File: src/rtl/uart_tx_fifo_param.sv
// UART transmitter with a write-side valid/ready FIFO and its own baud timing.
// Data width, bit order, parity and stop-bit count are set by parameter.
module uart_tx_fifo_param #(
  parameter int DATA_BITS    = 8,
  parameter int PARITY       = 0,
  parameter int STOP_BITS    = 1,
  parameter int LSB_FIRST    = 1,
  parameter int CLKS_PER_BIT = 868,
  parameter int FIFO_DEPTH   = 4
) (
  input  logic                          clk,
  input  logic                          rst_n,
  input  logic [DATA_BITS-1:0]          s_data,
  input  logic                          s_valid,
  output logic                          s_ready,
  output logic                          uart_tx,
  output logic                          busy,
  output logic [$clog2(FIFO_DEPTH):0]   fifo_count
);

  localparam int PTR_W     = $clog2(FIFO_DEPTH);
  localparam int CNT_W     = PTR_W + 1;
  localparam int STOP_CLKS = STOP_BITS * CLKS_PER_BIT;
  localparam int BAUD_W    = $clog2(STOP_CLKS);
  localparam int BIT_W     = $clog2(DATA_BITS);

  localparam logic [BAUD_W-1:0] BIT_END  = BAUD_W'(CLKS_PER_BIT - 1);
  localparam logic [BAUD_W-1:0] STOP_END = BAUD_W'(STOP_CLKS - 1);
  localparam logic [BIT_W-1:0]  LAST_BIT = BIT_W'(DATA_BITS - 1);
  localparam logic [CNT_W-1:0]  FULL     = CNT_W'(FIFO_DEPTH);

  if (DATA_BITS < 5 || DATA_BITS > 9 || PARITY < 0 || PARITY > 2 ||
      (STOP_BITS != 1 && STOP_BITS != 2) || (LSB_FIRST != 0 && LSB_FIRST != 1) ||
      CLKS_PER_BIT < 2 || FIFO_DEPTH < 2 ||
      (FIFO_DEPTH & (FIFO_DEPTH - 1)) != 0) begin : g_param_check
    $error("uart_tx_fifo_param: illegal parameter value");
  end

  typedef enum logic [2:0] {
    S_IDLE,
    S_START,
    S_DATA,
    S_PARITY,
    S_STOP
  } state_t;

  logic [DATA_BITS-1:0] r_mem [FIFO_DEPTH];
  logic [PTR_W-1:0]     r_wr_ptr;
  logic [PTR_W-1:0]     r_rd_ptr;
  logic [CNT_W-1:0]     r_count;

  state_t               r_state;
  logic [BAUD_W-1:0]    r_baud;
  logic [BIT_W-1:0]     r_bitcnt;
  logic [DATA_BITS-1:0] r_shift;
  logic                 r_par;
  logic                 r_tx;
  logic                 r_busy;

  state_t               w_state_nx;
  logic [BAUD_W-1:0]    w_baud_nx;
  logic [BIT_W-1:0]     w_bitcnt_nx;
  logic [DATA_BITS-1:0] w_shift_nx;
  logic                 w_par_nx;
  logic                 w_tx_nx;
  logic                 w_busy_nx;
  logic                 w_load;
  logic                 w_push;
  logic                 w_pop;
  logic                 w_nempty;
  logic [DATA_BITS-1:0] w_head;
  logic                 w_head_par;
  logic                 w_cur_bit;
  logic [DATA_BITS-1:0] w_shift_adv;
  logic                 w_bit_done;
  logic                 w_stop_done;

  assign s_ready    = (r_count < FULL);
  assign w_push     = s_valid && s_ready;
  assign w_nempty   = (r_count != '0);
  assign w_head     = r_mem[r_rd_ptr];
  assign w_head_par = (^w_head) ^ (PARITY == 1);
  assign w_bit_done  = (r_baud == BIT_END);
  assign w_stop_done = (r_baud == STOP_END);

  assign uart_tx    = r_tx;
  assign busy       = r_busy;
  assign fifo_count = r_count;

  always_comb begin
    if (LSB_FIRST != 0) begin
      w_cur_bit   = r_shift[0];
      w_shift_adv = {1'b0, r_shift[DATA_BITS-1:1]};
    end else begin
      w_cur_bit   = r_shift[DATA_BITS-1];
      w_shift_adv = {r_shift[DATA_BITS-2:0], 1'b0};
    end
  end

  // Each bit launches at the edge that ends the previous one, so the baud
  // counter restarts on every bit and no shared tick can clip the start bit.
  always_comb begin
    w_state_nx  = r_state;
    w_baud_nx   = r_baud + 1'b1;
    w_bitcnt_nx = r_bitcnt;
    w_shift_nx  = r_shift;
    w_par_nx    = r_par;
    w_tx_nx     = r_tx;
    w_busy_nx   = r_busy;
    w_load      = 1'b0;
    w_pop       = 1'b0;
    case (r_state)
      S_IDLE: begin
        w_baud_nx = '0;
        w_load    = w_nempty;
      end
      S_START: begin
        if (w_bit_done) begin
          w_state_nx  = S_DATA;
          w_baud_nx   = '0;
          w_bitcnt_nx = '0;
          w_tx_nx     = w_cur_bit;
          w_shift_nx  = w_shift_adv;
        end
      end
      S_DATA: begin
        if (w_bit_done) begin
          w_baud_nx = '0;
          if (r_bitcnt == LAST_BIT) begin
            if (PARITY != 0) begin
              w_state_nx = S_PARITY;
              w_tx_nx    = r_par;
            end else begin
              w_state_nx = S_STOP;
              w_tx_nx    = 1'b1;
            end
          end else begin
            w_bitcnt_nx = r_bitcnt + 1'b1;
            w_tx_nx     = w_cur_bit;
            w_shift_nx  = w_shift_adv;
          end
        end
      end
      S_PARITY: begin
        if (w_bit_done) begin
          w_state_nx = S_STOP;
          w_baud_nx  = '0;
          w_tx_nx    = 1'b1;
        end
      end
      S_STOP: begin
        if (w_stop_done) begin
          w_baud_nx = '0;
          if (w_nempty) begin
            w_load = 1'b1;
          end else begin
            w_state_nx = S_IDLE;
            w_tx_nx    = 1'b1;
            w_busy_nx  = 1'b0;
          end
        end
      end
      default: begin
        w_state_nx = S_IDLE;
        w_baud_nx  = '0;
        w_tx_nx    = 1'b1;
        w_busy_nx  = 1'b0;
      end
    endcase
    if (w_load) begin
      w_pop      = 1'b1;
      w_state_nx = S_START;
      w_baud_nx  = '0;
      w_shift_nx = w_head;
      w_par_nx   = w_head_par;
      w_tx_nx    = 1'b0;
      w_busy_nx  = 1'b1;
    end
  end

  always_ff @(posedge clk or negedge rst_n) begin
    if (!rst_n) begin
      r_state  <= S_IDLE;
      r_baud   <= '0;
      r_bitcnt <= '0;
      r_shift  <= '0;
      r_par    <= 1'b0;
      r_tx     <= 1'b1;
      r_busy   <= 1'b0;
    end else begin
      r_state  <= w_state_nx;
      r_baud   <= w_baud_nx;
      r_bitcnt <= w_bitcnt_nx;
      r_shift  <= w_shift_nx;
      r_par    <= w_par_nx;
      r_tx     <= w_tx_nx;
      r_busy   <= w_busy_nx;
    end
  end

  always_ff @(posedge clk or negedge rst_n) begin
    if (!rst_n) begin
      r_wr_ptr <= '0;
      r_rd_ptr <= '0;
      r_count  <= '0;
    end else begin
      if (w_push) r_wr_ptr <= r_wr_ptr + 1'b1;
      if (w_pop)  r_rd_ptr <= r_rd_ptr + 1'b1;
      case ({w_push, w_pop})
        2'b10:   r_count <= r_count + 1'b1;
        2'b01:   r_count <= r_count - 1'b1;
        default: r_count <= r_count;
      endcase
    end
  end

  always_ff @(posedge clk) begin
    if (w_push) r_mem[r_wr_ptr] <= s_data;
  end

endmodule
File: config.mk
export PLATFORM = sky130hd
export DESIGN_NAME = uart_tx_fifo_param
export DESIGN_NICKNAME = d
export VERILOG_FILES = /design/src/rtl/uart_tx_fifo_param.sv
export SDC_FILE = /design/constraint.sdc
export NUM_CORES = 1
export LEC_CHECK = 0
export ABC_AREA = 1
export BUFFER_PORTS_ARGS = -buffer_cell sky130_fd_sc_hd__buf_2
export CORE_ASPECT_RATIO = 0.75
export CORE_MARGIN = 5
export CORE_UTILIZATION = 65
export CTS_CLUSTER_SIZE = 10
export DETAILED_ROUTE_END_ITERATION = 16
export HOLD_SLACK_MARGIN = 0.05
export PLACE_DENSITY = 0.86
export SLEW_MARGIN = 40
export SYNTH_ARGS = -nofsm -noshare
export SYNTH_HDL_FRONTEND = slang
export SYNTH_SLANG_ARGS = --single-unit
File: constraint.sdc
create_clock -name clk -period 5.6 [get_ports clk]
set_input_delay 0.56 -clock clk [delete_from_list [all_inputs] [get_ports clk]]
set_output_delay 0.56 -clock clk [all_outputs]
set_load 0.05 [all_outputs]
==> results of run 1 <==
## power breakdown
part           switching [mW]  internal [mW]  total (mW)
sequential             0.0261          0.556       0.582
combinational           0.141         0.0473       0.188
clock                   0.195          0.163       0.358
total                   0.362          0.767        1.13
## cell usage in the layout, fill, tap and decap left out, types with 6 or more instances in the layout
cell type  synthesis  routed
nand3_1           19      19
dfrtp_1           32      32
ha_1               8       8
inv_1             33      33
clkbuf_8           0       9
buf_2              2      15
nand2_2            8       8
nor3_1             6       6
nor2_1            31      31
edfxtp_1          32      32
nand2_1          106     106
o21ai_0           17      17
## logic make-up (layout without fill, tap and decap cells)
family                   after synthesis  count (layout)  share of synthesized area, %
AND/OR/NAND/NOR                      185             185                          26.9
buffers and inverters                 45              71                          6.02
XOR/XNOR                               5               5                          1.41
AO/OA/AOI/OAI                         25              25                          4.42
flip-flops                            65              65                          57.4
adder cells (fa/ha/maj)                9               9                          3.86
## metrics by stage
step | setup slack [ps] | hold slack (ps)
after floorplan | 2920 | 264
after global placement | 3100 | 443
after detailed placement | 2970 | 457
after CTS | 2940 | 287
after global routing | 2660 | 160
final | 2930 | 148
## state kept, by name, summed over array words and instances, names as in the netlist
signal and count:
busy 1, fifo_count 3, r_baud 10, r_bitcnt 3, r_mem 32, r_rd_ptr 2
r_shift 8, r_state 3, r_wr_ptr 2, uart_tx 1
## routing by layer
metal | GRT usage, % | share of wire [%] | vias to the layer above | wire (um)
met5 | 0 | 0 | - | 0
met3 | 7.19 | 6.9 | 9 | 410
met1 | 29.1 | 47 | 1058 | 2790
li1 | - | - | 1114 | -
met4 | 6.78 | 0.89 | 0 | 53
met2 | 30.0 | 45 | 76 | 2670
## how the worst min path moves through the flow
stage / startpoint / endpoint / cells past startpoint
floorplan: rst_n / busy / 0
detailed placement: r_baud[0] / r_baud[0] / 1
CTS: rst_n / fifo_count[1] / 1
global placement: r_baud[0] / r_baud[0] / 1
global route: rst_n / r_wr_ptr[0] / 1
finish: rst_n / r_state[0] / 1
## worst register-to-register path, cell delays in order (launching register included)
cell and delay, ps:
dfrtp_1 390, ha_1 210, inv_1 100, nor2_4 130, nand3_2 120, nand2_2 80
nand2_2 250, inv_1 230, ha_1 170, inv_1 70, fa_1 370, a21oi_1 140
o21ai_0 110, xor2_1 170
## final cells by class
class / count / area (sq um)
timing repair buffer: 16 / 82.6
multi-input combinational: 224 / 1140
clock inverter: 7 / 53.8
clock buffer: 9 / 124
sequential: 65 / 1790
fill: 293 / 1130
tap: 57 / 71.3
inverter: 39 / 151
==> flow_metrics.py, run 1 <==
metrics = {
    "run_status": {
        "run_status": "complete, no violations",
    },
    "yosys": {
        "synth_top_area_share_pct": 30.8,
        "netlist_area_sq_um": 3120,
        "synthArstFlopShare_pct": 50.8,
        "synth_seq_cells": 65,
        "synth_top_area_cell": "edfxtp_1",
        "syn-num-nets": 354,
        "synth_cell_types": 32,
        "synth_commonest_cells": "106 x nand2_1, 33 x inv_1, 32 x dfrtp_1, 32 x edfxtp_1, 31 x nor2_1",
        "synth_edf_count": 32,
        "avgSynthCellArea_sq_um": 9.33,
        "ys_seq_area_share_pct": 57.4,
        "synth_ff_type": "edfxtp_1",
        "yosys_warnings": 0,
        "yosys.cell_count.top_type": "nand2_1",
        "ys_top_cells_by_area": "edfxtp_1 31%, dfrtp_1 26%, nand2_1 13%",
        "postSynthCellCount": 334,
    },
    "die": {
        "core_sq_um": 4550,
        "io_pins": 17,
        "rows": 21,
        "die_y_um": 70.0,
        "die_w_um": 89.9,
        "die-area_sq_um": 6290,
        "start_util_pct": 68.5,
    },
    "clock_network": {
        "post_cts_resized": 0,
        "cts.sinks": 65,
        "clock_latency_ps": 350,
        "numCtsBuffers": 9,
        "cts_max_path_buffers": 2,
        "post_cts_buffers": 0,
        "postCtsHoldBufs": 0,
        "htreeDepth": 3,
        "path_clk_slew_ps": 80,
        "cts_tree": "done",
        "clockRootBuffer": "clkbuf_8",
    },
    "cells_and_area": {
        "area_growth_pct": 9.48,
        "final_design_area_no_fill_sq_um": 3410,
        "drive_gt1_share_pct": 15.8,
        "diodes": 0,
        "fin_util_pct": 75.0,
        "nNetsFinal": 375,
        "fin_cells": 417,
    },
    "setup_path": {
        "cp.depth": 13,
        "critPathCaptureType": "flip-flop",
        "r2r_start": "r_baud[0]",
        "cp-startpoint": "r_baud[0]",
        "startpoint_type": "flip-flop",
        "cp.required_ps": 5820,
        "r2r_slack_ps": 2930,
        "path_class": "flip-flop to flip-flop",
        "crit_top_cell": "inv_1",
        "cp_max_fo": 20,
        "critPathArrivalTime_ps": 2890,
        "critPathMaxStageDelay_ps": 390,
        "crit_end": "fifo_count[2]",
        "crit_chain": "ha_1 -> inv_1 -> nor2_4 -> nand3_2 -> nand2_2 -> nand2_2 -> inv_1 -> ha_1 -> inv_1 -> fa_1 -> a21oi_1 -> o21ai_0 -> xor2_1",
        "path_buf_inv": 3,
        "timing.rr.end": "fifo_count[2]",
        "crit_family": "adder cells",
        "cpMaxStageDelayCell": "dfrtp_1",
        "r2r_cells": 13,
    },
    "timing": {
        "worst_pin_slew_ps": 794,
        "fmax_ghz": 0.375,
        "period_needed_ps": 2670,
        "setup_viol": 0,
        "hold_viol_final": 0,
        "rsz0062_at_grt": "false",
        "relSlewSlack_pct": 46.9,
        "clock_skew_ps": 7.07,
        "final.setup.tns_ps": 0,
        "drv_slew": 0,
        "period_share_pct": 47.6,
    },
    "route": {
        "via_per_inst": 5.41,
        "wl_per_cell_um": 14.2,
        "first_pass_iters": 5,
        "detail-route-antenna-nets": 0,
        "drt_first_iter_violations": 205,
        "vias": 2257,
        "routed_wirelength_um": 5920,
        "drc": 0,
    },
    "place": {
        "gp_congestion": 0.840,
        "dp_hpwl_um": 4100,
        "dpl.cell_count": 401,
        "dpl_cell_area_sq_um": 3230,
        "portBuffers": 16,
    },
    "global_route": {
        "grt_pass1_vias": 2189,
        "grt_max_degree": 34,
        "antenna_found_initial": 0,
        "grt-ovfl-total": 0,
        "grt_util_all_layers_pct": 20.6,
        "grt_first_pass_wirelength_um": 10200,
    },
    "job": {
        "cap_viol_max_count": 0,
    },
    "power": {
        "cellPowerDensity_nw_per_um2": 331,
        "power.total_mw": 1.13,
        "leakage_nw": 1.58,
        "ir_drop_v": 0.000296,
    },
    "min_path": {
        "holdCritPathClass": "primary input to async pin",
    },
}
(Power assumes the default switching activity.)
==> run 2, diff against run 1 <==
- CORE_UTILIZATION: 65 -> 54
- PLACE_DENSITY: 0.86 -> 0.77
- clock period: 5.6 -> 2.29 ns (I/O delays scaled with it)
==> flow_metrics.py, run 2 (same netlist as run 1, synthesis figures left out) <==
metrics = {
    "cells_and_area": {
        "nNetsFinal": 383,
        "top_regs": "r_mem: 32 flops, r_baud: 10 flops, r_shift: 8 flops",
        "fin_util_pct": 62.2,
        "area_growth_pct": 13.9,
        "mostFrequentLayoutCells": "105 x nand2_1, 32 x edfxtp_1, 31 x nor2_1, 31 x dfrtp_1, 29 x inv_1",
        "diodes": 0,
        "top_register": "r_mem",
        "mostFrequentLayoutCell": "nand2_1",
        "largest_register_ffs": 32,
        "drive_gt1_share_pct": 19.6,
    },
    "die": {
        "rows": 24,
        "start_util_pct": 54.6,
        "die-area_sq_um": 7400,
        "io_pins": 17,
        "die_y_um": 75.8,
        "core_sq_um": 5710,
        "die_w_um": 97.7,
    },
    "power": {
        "cellPowerDensity_nw_per_um2": 813,
        "leakage_nw": 1.61,
        "power.total_mw": 2.88,
        "ir_drop_v": 0.000915,
    },
    "place": {
        "portBuffers": 16,
        "preCtsSetupSlack_ps": 164,
        "dp_hpwl_um": 4030,
        "gp_congestion": 0.865,
    },
    "setup_path": {
        "path_class": "flip-flop to flip-flop",
        "startpoint_type": "flip-flop",
        "cp.required_ps": 2520,
        "critPathArrivalTime_ps": 2340,
        "r2r_cells": 13,
        "cp_max_fo": 4,
        "r2r_slack_ps": 180,
        "timing.rr.end": "fifo_count[2]",
        "r2r_start": "r_baud[0]",
        "critPathCaptureType": "flip-flop",
    },
    "run_status": {
        "run_status": "complete, no violations",
    },
    "clock_network": {
        "numCtsBuffers": 9,
        "post_cts_buffers": 0,
        "htreeDepth": 3,
        "cts.sinks": 65,
        "clock_latency_ps": 340,
        "path_clk_slew_ps": 80,
        "cts_tree": "done",
        "clockRootBuffer": "clkbuf_8",
        "cts_max_path_buffers": 2,
    },
    "global_route": {
        "grt_max_degree": 34,
        "grt_pass1_vias": 2093,
        "grt_util_all_layers_pct": 17.3,
        "grt-ovfl-total": 0,
        "antenna_found_initial": 0,
        "grt_first_pass_wirelength_um": 9850,
    },
    "timing": {
        "hold_viol_final": 0,
        "fmax_ghz": 0.473,
        "period_share_pct": 92.3,
        "setup_viol": 0,
        "period_needed_ps": 2110,
        "relSlewSlack_pct": 64.9,
        "rsz0062_at_grt": "false",
        "drv_slew": 0,
        "fin_ws_ps": 175,
        "worst_pin_slew_ps": 523,
        "clock_skew_ps": 13.4,
    },
    "route": {
        "via_per_inst": 4.93,
        "wl_per_cell_um": 12.8,
        "drt_first_iter_violations": 139,
        "first_pass_iters": 5,
        "vias": 2198,
        "routed_wirelength_um": 5710,
        "drc": 0,
        "detail-route-antenna-nets": 0,
    },
    "min_path": {
        "worstHoldPathCells": 1,
        "holdCritPathClass": "primary input to flip-flop",
        "min-delay-start": "s_data[0]",
        "holdPathEnd": "r_mem[0][0]",
    },
    "job": {
        "cap_viol_max_count": 0,
    },
}
[run 2: cell types whose count changed in the layout (fill, tap and decap cells not counted), sizes merged]
cell         delta
clkbuf          +1
inv             -2
buf             +7
bufinv          +1
dlygate4sd3     +1
[run 2: where the power goes]
group          total, mW  internal [mW]  leakage [nW]  switching [mW]
combinational      0.502          0.150         0.830           0.351
sequential          1.43           1.36         0.692          0.0662
clock              0.954          0.506        0.0929           0.448
[run 2: stage by stage]
step	TNS, ps	area [sq um]	hold slack [ps]	cells
6_report	0	3550	107	446
5_1_grt	0	3550	85.8	446
4_1_cts	0	3540	79.3	446
3_5_place_dp	0	3340	343	429
3_3_place_gp	0	3340	341	429
2_1_floorplan	-81.4	3150	-66.6	334
[run 2: layout make-up]
cell class	instances	area (sq um)
fill	480	2160
sequential	65	1790
multi-input combinational	224	1160
inverter	39	160
timing repair buffer	24	145
clock buffer	10	128
tap	78	97.6
clock inverter	6	67.6
[run 2: repair_timing]
action | 4_1_cts | 5_1_grt
hold buffers | 1 | 0
setup endpoints to repair | 0 | 1
hold endpoints to repair | 32 | 0
resized for setup | 0 | 1
[run 2: worst max path at each step]
stage                   from            end  slack, ps  cells past startpoint
4_1_cts            r_baud[0]  fifo_count[2]        150                     13
5_1_grt            r_baud[0]  fifo_count[2]          9                     13
2_1_floorplan  fifo_count[2]  fifo_count[2]        -80                     13
3_5_place_dp       r_baud[0]  fifo_count[2]        160                     13
6_report           r_baud[0]  fifo_count[2]        180                     13
3_3_place_gp       r_baud[0]  fifo_count[2]        220                     13
[run 2: routing by layer]
| metal | part of all wire (%) | global-route usage [%] |
|---|---|---|
| met1 | 50 | 23.6 |
| met2 | 44 | 26.3 |
| met3 | 5.1 | 5.49 |
| met4 | 1.7 | 6.45 |
| met5 | 0 | 0 |
[run 2: worst max-delay path: stages, from the launching register on]
cell and delay (ps):
dfrtp_1 370, ha_2 200, inv_1 80, nor2_4 120, nand3_2 110, nand2_2 80
nand2_2 80, inv_6 70, ha_4 110, inv_2 50, fa_2 360, a21oi_1 130
o21ai_1 90, xor2_1 140
==> run 3, diff against run 2 <==
- RECOVER_POWER: unset -> 50
==> flow_metrics.py, run 3 (same netlist as run 1, synthesis figures left out) <==
metrics = {
    "global_route": {
        "met2_usage_pct": 26.3,
        "grt_max_degree": 34,
        "antenna_found_initial": 0,
        "grt_first_pass_wirelength_um": 9850,
        "grt_pass1_vias": 2093,
        "grt-ovfl-total": 0,
        "grt_util_all_layers_pct": 17.3,
        "grt_busiest_layer": "met2",
        "use_met1_pct": 23.6,
        "met3_usage_pct": 5.49,
    },
    "cells_and_area": {
        "largest_register_ffs": 32,
        "top_register": "r_mem",
        "diodes": 0,
        "drive_gt1_share_pct": 17.4,
        "mostFrequentLayoutCells": "105 x nand2_1, 32 x edfxtp_1, 31 x nor2_1, 31 x dfrtp_1, 29 x inv_1",
        "top_regs": "r_mem: 32 flops, r_baud: 10 flops, r_shift: 8 flops",
        "mostFrequentLayoutCell": "nand2_1",
        "nNetsFinal": 383,
        "area_growth_pct": 13.4,
        "fin_util_pct": 61.9,
    },
    "route": {
        "first_pass_iters": 4,
        "detail-route-antenna-nets": 0,
        "wl_per_cell_um": 12.9,
        "routed_wirelength_um": 5770,
        "drc": 0,
        "drt_first_iter_violations": 122,
        "vias": 2220,
        "via_per_inst": 4.98,
    },
    "clock_network": {
        "cts_tree": "done",
        "clock_latency_ps": 340,
        "path_clk_slew_ps": 80,
        "htreeDepth": 3,
        "cts.sinks": 65,
        "clockRootBuffer": "clkbuf_8",
        "numCtsBuffers": 9,
        "post_cts_buffers": 0,
        "cts_max_path_buffers": 2,
    },
    "setup_path": {
        "r2r_start": "r_baud[0]",
        "r2r_slack_ps": 170,
        "critPathArrivalTime_ps": 2350,
        "timing.rr.end": "fifo_count[2]",
        "r2r_cells": 13,
        "startpoint_type": "flip-flop",
        "critPathCaptureType": "flip-flop",
        "path_class": "flip-flop to flip-flop",
        "cp.required_ps": 2520,
        "cp_max_fo": 4,
    },
    "run_status": {
        "run_status": "complete, no violations",
    },
    "power": {
        "cellPowerDensity_nw_per_um2": 815,
        "ir_drop_v": 0.000918,
        "power.total_mw": 2.88,
        "leakage_nw": 1.59,
    },
    "timing": {
        "fmax_ghz": 0.471,
        "period_share_pct": 92.6,
        "period_needed_ps": 2120,
        "drv_slew": 0,
        "relSlewSlack_pct": 43.9,
        "hold_viol_final": 0,
        "setup_viol": 0,
        "worst_pin_slew_ps": 841,
        "rsz0062_at_grt": "false",
        "clock_skew_ps": 14.0,
        "fin_ws_ps": 169,
    },
    "die": {
        "start_util_pct": 54.6,
        "core_sq_um": 5710,
        "die_y_um": 75.8,
        "rows": 24,
        "die-area_sq_um": 7400,
        "io_pins": 17,
        "die_w_um": 97.7,
    },
    "job": {
        "cap_viol_max_count": 0,
    },
    "place": {
        "portBuffers": 16,
        "preCtsSetupSlack_ps": 164,
        "dp_hpwl_um": 4030,
        "gp_congestion": 0.865,
    },
    "min_path": {
        "holdPathEnd": "r_mem[3][2]",
        "worstHoldPathCells": 1,
        "min-delay-start": "s_data[2]",
        "holdCritPathClass": "primary input to flip-flop",
    },
}
run 3: cell count changes in the layout (fill, tap and decap cells not counted):
cell | previous run | this run
buf_2 | 15 | 7
clkbuf_1 | 1 | 9
clkbuf_2 | 0 | 1
buf_4 | 8 | 7
clkinvlp_4 | 3 | 2
clkinvlp_2 | 0 | 1
run 3: worst max-delay path: stages (launching register included):
cell	delay, ps
dfrtp_1	370
ha_2	200
inv_1	80
nor2_4	120
nand3_2	110
nand2_2	80
nand2_2	80
inv_6	70
ha_4	110
inv_2	50
fa_2	360
a21oi_1	130
o21ai_1	90
xor2_1	140
run 3: cell type report:
class / count / area (sq um)
flip-flops and latches: 65 / 1790
fillers: 486 / 2170
well taps: 78 / 97.6
inverters: 39 / 158
multi-input cells: 224 / 1160
clock inverters: 6 / 67.6
repair buffers: 24 / 133
clock buffers: 10 / 128
run 3: worst max path at each step:
stage                   from            end  cells after the start
6_report           r_baud[0]  fifo_count[2]                     13
5_1_grt            r_baud[0]  fifo_count[2]                     13
4_1_cts            r_baud[0]  fifo_count[2]                     13
3_5_place_dp       r_baud[0]  fifo_count[2]                     13
3_3_place_gp       r_baud[0]  fifo_count[2]                     13
2_1_floorplan  fifo_count[2]  fifo_count[2]                     13
run 3: timing repair:
action / 4_1_cts / 5_1_grt
hold endpoints to repair: 32 / 0
hold buffers: 1 / 0
gates resized for setup: 0 / 1
endpoints found under the setup margin: 0 / 1
run 3: metal layers:
metal  share of wire (%)  wire [um]
met5                   0          0
met4                 1.7         96
met3                 7.0        403
met2                  44       2530
met1                  48       2740
run 3: where the power goes:
group,switching [mW],internal (mW)
combinational,0.353,0.146
clock,0.451,0.506
sequential,0.0637,1.36
run 3: stage by stage:
step	hold WS [ps]	std cells	setup TNS [ps]	cell area, sq um
floorplan	-66.6	334	-81.4	3150
global placement	341	429	0	3340
detailed placement	343	429	0	3340
CTS	79.3	446	0	3540
global route	148	446	0	3530
finish	154	446	0	3530
